## src/rtl/load_store_unit.sv

```systemverilog
// Memory-stage load/store unit: turns pipeline requests into byte-enabled word
// transactions, splitting boundary-crossing accesses and realigning load data.
module load_store_unit #(
    parameter int unsigned MEM_BYTES = 4096,
    parameter bit          SPLIT_EN  = 1'b1
) (
    input  logic        clk,
    input  logic        rst_n,
    input  logic        req_valid,
    output logic        req_ready,
    input  logic        req_we,
    input  logic [2:0]  req_funct3,
    input  logic [31:0] req_addr,
    input  logic [31:0] req_wdata,
    output logic        resp_valid,
    output logic [31:0] resp_rdata,
    output logic        resp_err,
    output logic        mem_req,
    output logic        mem_we,
    output logic [3:0]  mem_be,
    output logic [31:0] mem_addr,
    output logic [31:0] mem_wdata,
    input  logic        mem_gnt,
    input  logic        mem_rvalid,
    input  logic [31:0] mem_rdata
);

    typedef enum logic [2:0] {IDLE, ISSUE0, WAIT0, ISSUE1, WAIT1, RESP} state_e;

    state_e      state_q, state_d;
    logic [31:0] addr_q, addr_d;
    logic [31:0] wdata_q, wdata_d;
    logic [31:0] lo_q, lo_d;
    logic [31:0] hi_q, hi_d;
    logic [2:0]  funct3_q, funct3_d;
    logic        we_q, we_d;
    logic        err_q, err_d;

    logic [2:0]  reqBytes;
    logic [2:0]  reqEnd;
    logic [32:0] reqLast;
    logic        reqSpan;
    logic        reqErr;

    always_comb begin
        case (req_funct3[1:0])
            2'b00:   reqBytes = 3'd1;
            2'b01:   reqBytes = 3'd2;
            default: reqBytes = 3'd4;
        endcase
    end

    // Legality is decided once at acceptance; the 33-bit sum catches address wrap.
    assign reqEnd  = {1'b0, req_addr[1:0]} + reqBytes;
    assign reqSpan = (reqEnd > 3'd4);
    assign reqLast = {1'b0, req_addr} + {30'd0, reqBytes} - 33'd1;
    assign reqErr  = (req_funct3 == 3'b011) || (req_funct3[2:1] == 2'b11) ||
                     (req_we && req_funct3[2]) ||
                     (reqLast >= 33'(MEM_BYTES)) ||
                     (reqSpan && !SPLIT_EN);

    logic [1:0]  addrOff;
    logic [3:0]  byteMask;
    logic [7:0]  laneMask;
    logic [63:0] wideWdata;
    logic [31:0] rawWord;
    logic [31:0] loadData;
    logic        signExt;
    logic        spanQ;

    assign addrOff = addr_q[1:0];

    always_comb begin
        case (funct3_q[1:0])
            2'b00:   byteMask = 4'b0001;
            2'b01:   byteMask = 4'b0011;
            default: byteMask = 4'b1111;
        endcase
    end

    // Upper nibble / word of the shifted mask and data feed the second transaction.
    assign laneMask  = {4'b0000, byteMask} << addrOff;
    assign wideWdata = {32'd0, wdata_q} << {addrOff, 3'b000};
    assign spanQ     = (laneMask[7:4] != 4'b0000);
    assign rawWord   = 32'({hi_q, lo_q} >> {addrOff, 3'b000});
    assign signExt   = ~funct3_q[2];

    always_comb begin
        case (funct3_q[1:0])
            2'b00:   loadData = {{24{signExt & rawWord[7]}}, rawWord[7:0]};
            2'b01:   loadData = {{16{signExt & rawWord[15]}}, rawWord[15:0]};
            default: loadData = rawWord;
        endcase
    end

    assign req_ready = (state_q == IDLE);

    always_comb begin
        state_d    = state_q;
        addr_d     = addr_q;
        wdata_d    = wdata_q;
        funct3_d   = funct3_q;
        we_d       = we_q;
        err_d      = err_q;
        lo_d       = lo_q;
        hi_d       = hi_q;
        mem_req    = 1'b0;
        mem_we     = 1'b0;
        mem_be     = 4'b0000;
        mem_addr   = 32'd0;
        mem_wdata  = 32'd0;
        resp_valid = 1'b0;
        resp_rdata = 32'd0;
        resp_err   = 1'b0;
        case (state_q)
            IDLE: begin
                if (req_valid) begin
                    addr_d   = req_addr;
                    wdata_d  = req_wdata;
                    funct3_d = req_funct3;
                    we_d     = req_we;
                    err_d    = reqErr;
                    lo_d     = 32'd0;
                    hi_d     = 32'd0;
                    state_d  = reqErr ? RESP : ISSUE0;
                end
            end
            ISSUE0: begin
                mem_req   = 1'b1;
                mem_we    = we_q;
                mem_be    = laneMask[3:0];
                mem_addr  = {addr_q[31:2], 2'b00};
                mem_wdata = wideWdata[31:0];
                if (mem_gnt) state_d = WAIT0;
            end
            WAIT0: begin
                if (mem_rvalid) begin
                    lo_d    = mem_rdata;
                    state_d = spanQ ? ISSUE1 : RESP;
                end
            end
            ISSUE1: begin
                mem_req   = 1'b1;
                mem_we    = we_q;
                mem_be    = laneMask[7:4];
                mem_addr  = {addr_q[31:2], 2'b00} + 32'd4;
                mem_wdata = wideWdata[63:32];
                if (mem_gnt) state_d = WAIT1;
            end
            WAIT1: begin
                if (mem_rvalid) begin
                    hi_d    = mem_rdata;
                    state_d = RESP;
                end
            end
            RESP: begin
                resp_valid = 1'b1;
                resp_err   = err_q;
                resp_rdata = (err_q || we_q) ? 32'd0 : loadData;
                state_d    = IDLE;
            end
            default: state_d = IDLE;
        endcase
    end

    always_ff @(posedge clk or negedge rst_n) begin
        if (!rst_n) begin
            state_q  <= IDLE;
            addr_q   <= 32'd0;
            wdata_q  <= 32'd0;
            funct3_q <= 3'd0;
            we_q     <= 1'b0;
            err_q    <= 1'b0;
            lo_q     <= 32'd0;
            hi_q     <= 32'd0;
        end else begin
            state_q  <= state_d;
            addr_q   <= addr_d;
            wdata_q  <= wdata_d;
            funct3_q <= funct3_d;
            we_q     <= we_d;
            err_q    <= err_d;
            lo_q     <= lo_d;
            hi_q     <= hi_d;
        end
    end

endmodule

```

## config.mk

```make
export PLATFORM = sky130hd
export DESIGN_NAME = load_store_unit
export DESIGN_NICKNAME = d
export VERILOG_FILES = /design/src/rtl/load_store_unit.sv
export SDC_FILE = /design/constraint.sdc
export NUM_CORES = 1
export LEC_CHECK = 0
export ABC_AREA = 1
export BUFFER_PORTS_ARGS = -buffer_cell sky130_fd_sc_hd__buf_2
export CAP_MARGIN = 10
export CORE_MARGIN = 3
export CORE_UTILIZATION = 28
export DETAILED_ROUTE_END_ITERATION = 12
export GPL_TIMING_DRIVEN = 0
export HOLD_SLACK_MARGIN = 0.03
export SLEW_MARGIN = 25
export SYNTH_ARGS = -nofsm -noshare
export SYNTH_HDL_FRONTEND = slang
export SYNTH_SLANG_ARGS = --single-unit
```

## constraint.sdc

```tcl
create_clock -name clk -period 2.9 [get_ports clk]
set_clock_uncertainty 0.2 [all_clocks]
set_input_delay 0.435 -clock clk [delete_from_list [all_inputs] [get_ports clk]]
set_output_delay 0.435 -clock clk [all_outputs]
set_load 0.005 [all_outputs]
```

Word level (Yosys, flattened, before mapping)
Cells that the tools add are included.

Add/sub/neg operators: 3. Magnitude comparators: 1. Equality and inequality tests: 14. Shift operators: 3. Mux-type cells: 24. Bitwise operators: 3. Reductions and logical operators: 16.

Operators with widths (count): $pmux W32 S2 (5); $mux W32 (4); $shl A32 B5 Y64 (1); $shr A64 B5 Y32 (1); $add A32 B3 Y33 (1); $ge A33 B13 Y1 const B (1); $sub A33 B1 Y33 const B (1); $add A32 B3 Y32 const B (1); $mux W3 (7); $pmux W4 S2 (2); $pmux W3 S5 (1); $ne A2 B2 Y1 const B (5); $eq A3 B2 Y1 const B (3); $shl A4 B2 Y8 (1); $eq A3 B3 Y1 const B (2); $pmux W3 S2 (1); $reduce_and A3 Y1 (2); $reduce_and A5 Y1 (1); $eq A2 B1 Y1 const B (2); $logic_not A2 Y1 (2); $logic_or A1 B1 Y1 (4); $mux W1 (4); $reduce_bool A2 Y1 (2); $reduce_bool A4 Y1 (1); other kinds (8) (9).

Register bits: 136. Bits of input ports: 105. Output and inout bits: 105.

Logic depth before layout (Yosys ltp)
Depth after elaboration: 9. Depth in mapped cells: 26.

Worst setup path after synthesis
No wires, ideal clock.

Path kind: input -> register. Start: in req_funct3[1]. End: reg state_q[2]. Setup time: 0.117 ns. Arrival time: 2.517 ns. Required time: 2.583 ns. Path slack: 0.066 ns. Cell stages on the path: 25. Buffers on the path: 0. Cell sequence: inv_1 > nand2_1 > ha_1 > inv_1 > ha_1 > inv_1 > fa_1 > inv_1 > nand3_1 > nand3_1 > nand2_1 > nand2_1 > nand2_1 > nand2_1 > nand2_1 > nand3_1 > nand2_1 > nor2_1 > nand2_1 > nor2_1 > nand2_1 > nand2_1 > nand2_1 > nand2_1 > nand2_1.

Cells in the longest elaborated chain, start to end: 9. Elaborated cells on any way between the ends: 14. Classes of those cells: 2 x add/sub; 1 x order compare; 3 x eq/ne; 4 x mux; 4 x reduce/logical.

RTL lines: start, declared (RTL line 12) `input logic [2:0] req_funct3,`; $eq A2 B1 Y1 / $logic_not A2 Y1 (equally long branches) (RTL line 46) `case (req_funct3[1:0])`; $pmux W3 S2 (RTL line 46); $add A32 B3 Y33 (RTL line 56) `assign reqLast = {1'b0, req_addr} + {30'd0, reqBytes} - 33'd1;`; $sub A33 B1 Y33 (RTL line 56); $ge A33 B13 Y1 (RTL line 59) `(reqLast >= 33'(MEM_BYTES)) ||`; $logic_or A1 B1 Y1 (*) (RTL line 58) `(req_we && req_funct3[2]) ||`; $mux W3 (*) (RTL line 125) `state_d = reqErr ? RESP : ISSUE0;`; $mux W3 (*) (RTL line 117) `if (req_valid) begin`; $pmux W3 S5 (*) (RTL line 115) `case (state_q)`; end signal, assigned (RTL line 177) `state_q <= state_d;`; end, declared (RTL line 30) `state_e state_q, state_d;`.

Mark *: on every way between the ends. The rest lies on a longest branch, timed or not. The select of a mux whose other input is x is not followed. A chain may end at the register's enable or synchronous reset.

Worst setup path after layout
Start: reg addr_q[5]. End: out mem_addr[22].

Cells in the longest elaborated chain, start to end: 2.

RTL lines: start, declared (RTL line 31) `logic [31:0] addr_q, addr_d;`; start signal, assigned (RTL line 178) `addr_q <= addr_d;`; $add A32 B3 Y32 (RTL line 146) `mem_addr = {addr_q[31:2], 2'b00} + 32'd4;`; $pmux W32 S2 (RTL line 115); end, declared (RTL line 21) `output logic [31:0] mem_addr,`.

Every way passes these cells.

==> tab_implementation.tex <==
\begin{tabular}{lr}
\hline
Metric & Value \\
\hline
\multicolumn{2}{l}{\textbf{Synth}} \\
Yosys top cell by area & sky130\_fd\_sc\_hd\_\_dfrtp\_1 \\
Sequential fraction of the synthesis area & 0.313 \\
Total number of yosys warnings & 0 \\
Most used flip-flop cell after synthesis & sky130\_fd\_sc\_hd\_\_dfrtp\_1 \\
Number of distinct standard cells referenced by the synthesized netlist & 45 \\
Post-synthesis instance area & $\sim$10,000 um\^{}2 \\
Post-synthesis sequential element count & $\sim$130 \\
Cell count after synthesis & between 1,500 and 2,000 \\
Post-synthesis async set-or-reset flop share & 1.00 \\
Fraction of post-synthesis cell area in the top cell type by area & 0.313 \\
Biggest area contributors in the synthesized netlist & sky130\_fd\_sc\_hd\_\_dfrtp\_1 (31\%), sky130\_fd\_sc\_hd\_\_nand2\_1 (19\%), sky130\_fd\_sc\_hd\_\_o21ai\_0 (10\%) \\
Synthesized area per cell & $\sim$6.2 um\^{}2 \\
Number of enable-type register cells in the synthesized netlist & 0 \\
Post-synth top cells & sky130\_fd\_sc\_hd\_\_nand2\_1 (513), sky130\_fd\_sc\_hd\_\_inv\_1 (258), sky130\_fd\_sc\_hd\_\_o21ai\_0 (208) \\
Library cell with the highest instance count after synthesis & sky130\_fd\_sc\_hd\_\_nand2\_1 \\
\multicolumn{2}{l}{\textbf{Worst setup path}} \\
Critical Path Sink Type & primary output \\
Endpoint arrival time on the critical path & about 2.4 ns \\
Critical setup path kind & reg -> out \\
Required time at the endpoint of the critical path & between 2 and 2.5 ns \\
Critical Path Fanout Max & 4 \\
Element type at the critical path start & flop \\
\multicolumn{2}{l}{\textbf{CTS}} \\
Root Driver & sky130\_fd\_sc\_hd\_\_clkbuf\_16 \\
Clock insertion delay at the later pin of the skew report & approximately 0.42 ns \\
Count of H-tree levels built during CTS & 4 \\
Clock tree buffer depth & 2 \\
Post-CTS clock slew at the launch and capture registers of the worst setup and hold paths & $\sim$0.060 ns \\
TritonCTS clock tree & yes \\
Sink Count & about 130 \\
Number of buffers created by CTS & 17 \\
\multicolumn{2}{l}{\textbf{Placed design}} \\
Post-place instance area & around 12,000 um\^{}2 \\
Final estimated routing congestion in global placement & about 0.97 \\
Hpwl dp & approximately 34,000 um \\
I/O Buffers & 207 \\
\multicolumn{2}{l}{\textbf{Cells and area}} \\
Multi-input gate area in the final layout & around 6000 um\^{}2 \\
Fin util & 0.382 \\
Fraction of final layout cells sized beyond drive strength 1 & 0.225 \\
Sequential cell area & 3210 um\^{}2 \\
Ant. Diodes & 0 \\
Filler instances & 3,892 \\
Post-layout net count & between 2,000 and 2,500 \\
Post-route cell area & roughly 14,000 um\^{}2 \\
Area growth from synthesis to layout & 33.6\% \\
\multicolumn{2}{l}{\textbf{Route}} \\
Detailed-router iteration count before antenna repair & 6 \\
Number of routed nets with antenna violations & 0 \\
Via-per-instance ratio & approximately 5.1 \\
Average routed wire per standard cell & between 15 and 20 um \\
Final wirelength & roughly 43,000 um \\
Via count & 12,300 \\
Drt drc & 0 \\
Detailed Route Iter0 Violations & 987 \\
\multicolumn{2}{l}{\textbf{STA}} \\
Post-layout worst setup margin & -0.122 ns \\
Setup-violating endpoint count in the final report & 10 \\
Shortest clock period the worst path allows after layout & 3.02 ns \\
Hold Violations, Final & 0 \\
Highest attainable clock frequency & 0.331 GHz \\
Setup repair after global routing missed its margin & yes \\
Pins Over Slew Limit & 0 \\
Tightest slew margin relative to the limit & 0.514 \\
Actual slew at the worst max-slew pin & roughly 0.73 ns \\
Part of the cycle the worst path needs & 1.04 \\
\multicolumn{2}{l}{\textbf{Flow run}} \\
Max-cap check violation count & 0 \\
\multicolumn{2}{l}{\textbf{Global route}} \\
Residual overflow from global routing & 0 \\
Initial antenna violation count & 0 \\
Wire length of the first global-routing pass & 64,800 um \\
Pin count of the biggest net entering global routing & 83 \\
Global-route usage over all layers & 0.215 \\
Number of global-route vias before repair & 11,800 \\
\multicolumn{2}{l}{\textbf{Power and ir drop}} \\
Maximum vdd ir drop & around 0.00052 V \\
Static leakage power & 7.09 nW \\
Power per unit of standard cell area & 911 nW/um\^{}2 \\
\multicolumn{2}{l}{\textbf{Floorplanning}} \\
Overall die width & 197 um \\
Floorplan die height & just under 200 um \\
Core area & 35,800 um\^{}2 \\
Initial cell density of the core & 0.286 \\
Overall die area & between 30,000 and 40,000 um\^{}2 \\
Row count & 69 \\
Number of I/O pins & 210 \\
\multicolumn{2}{l}{\textbf{Status}} \\
Result of the run & complete, but fails checks \\
Failing checks & negative setup slack \\
\multicolumn{2}{l}{\textbf{Hold path}} \\
Min-Delay Path Class & in -> reg \\
\hline
\end{tabular}
[cells in the final DEF (no fill, tap or decap), drive strengths merged, types with 5 or more instances in the layout]
master and count:
a31oi 5, inv 263, nand4 12, dlygate4sd3 21
o221ai 7, nor3 19, o211ai 7, a21oi 75
nand2 518, a22oi 5, dfrtp 128, buf 275
mux2i 5, clkbuf 64, nor2 112, nand3b 5
o22ai 28, ha 35, clkinv 8, nand3 113
xor2 7, o21bai 6, bufinv 6, o21ai 210
[routing by layer]
layer / GRT usage / wire, um / part of all wire
met3: 0.0252 / 3110 / 0.072
met1: 0.278 / 17800 / 0.41
met2: 0.373 / 20600 / 0.48
met5: 0 / 0 / 0
met4: 0.0737 / 1520 / 0.035
[flip-flops by register name (all words and copies together) (netlist names)]
register / flops
lo_q: 32
wdata_q: 32
state_q: 3
addr_q: 32
funct3_q: 3
hi_q: 24
we_q: 1
err_q: 1
[final timing paths]
| path | from | to | slack, ns | cells past startpoint |
|---|---|---|---|---|
| max reg2reg | state_q[2] | lo_q[7] | 0.22 | 6 |
| max | addr_q[5] | mem_addr[22] | -0.12 | 14 |
| min | req_wdata[9] | wdata_q[9] | 0.04 | 3 |
| min in group asynchronous | rst_n | lo_q[22] | 0.30 | 2 |
| max in group asynchronous | rst_n | wdata_q[16] | 1.44 | 3 |
| min reg2reg | addr_q[29] | addr_q[29] | 0.30 | 2 |
[metrics by stage]
| step | setup TNS [ns] | hold WS (ns) | cells | power [mW] | setup slack (ns) |
|---|---|---|---|---|---|
| 2_1_floorplan | 0 | -0.0606 | 1653 | 6.71 | 0.0657 |
| 3_3_place_gp | -93.51 | 0.274 | 2321 | 8.90 | -0.751 |
| 3_5_place_dp | -17.56 | 0.160 | 2322 | 8.99 | -0.740 |
| 4_1_cts | -0.917 | 0.0311 | 2399 | 12.0 | -0.175 |
| 5_1_grt | -2.69 | 0.0393 | 2418 | 13.3 | -0.299 |
| 6_report | -0.677 | 0.0385 | 2418 | 12.5 | -0.122 |
[cell families (layout without fill, tap and decap cells)]
kind of cell / Yosys count / count (layout) / synth area share
simple gates: 784 / 784 / 0.316
mux: 5 / 5 / 0.00489
other cells: 1 / 2 / 0.000366
flops: 128 / 128 / 0.313
buf+inv: 334 / 638 / 0.125
xor+xnor: 9 / 9 / 0.00770
fa+ha+maj: 36 / 36 / 0.0447
compound gates: 355 / 355 / 0.188
[where the power goes]
group	switching [mW]	internal, mW	leakage, nW
Combinational	4.41	2.26	5.10
Sequential	0.660	2.59	1.66
Clock	0.905	1.63	0.328
Total	5.98	6.48	7.09
[area by class of cell]
type	count	area share
Sequential cell	128	0.235
Inverter	263	0.0737
Multi-Input combinational cell	1191	0.451
Clock buffer	17	0.0311
Clock inverter	15	0.0189
Buffer	71	0.0297
Timing Repair Buffer	272	0.119
Tap cell	461	0.0422
[repair_timing]
action	CTS	global route
endpoints found under the setup margin	102	121
setup buffers	24	19
cloned	0	0
endpoints found under the hold margin	66	0
pin swaps	15	23
hold buffers	21	0
gates resized for setup	127	108
[worst max-delay path, cell delays in order (launching register included)]
cell and delay, ns:
sky130_fd_sc_hd__dfrtp_1 0.34, sky130_fd_sc_hd__buf_6 0.11, sky130_fd_sc_hd__nand2_4 0.05, sky130_fd_sc_hd__nor2_4 0.11, sky130_fd_sc_hd__nand2_2 0.08, sky130_fd_sc_hd__nor2_4 0.12
sky130_fd_sc_hd__nand2_4 0.07, sky130_fd_sc_hd__nor4_4 0.17, sky130_fd_sc_hd__nand2_2 0.11, sky130_fd_sc_hd__nor2_4 0.15, sky130_fd_sc_hd__buf_4 0.13, sky130_fd_sc_hd__buf_4 0.09
sky130_fd_sc_hd__a21oi_1 0.06, sky130_fd_sc_hd__o21ai_2 0.20, sky130_fd_sc_hd__buf_2 0.16
No activity file was read; power rests on OpenSTA's default activity.
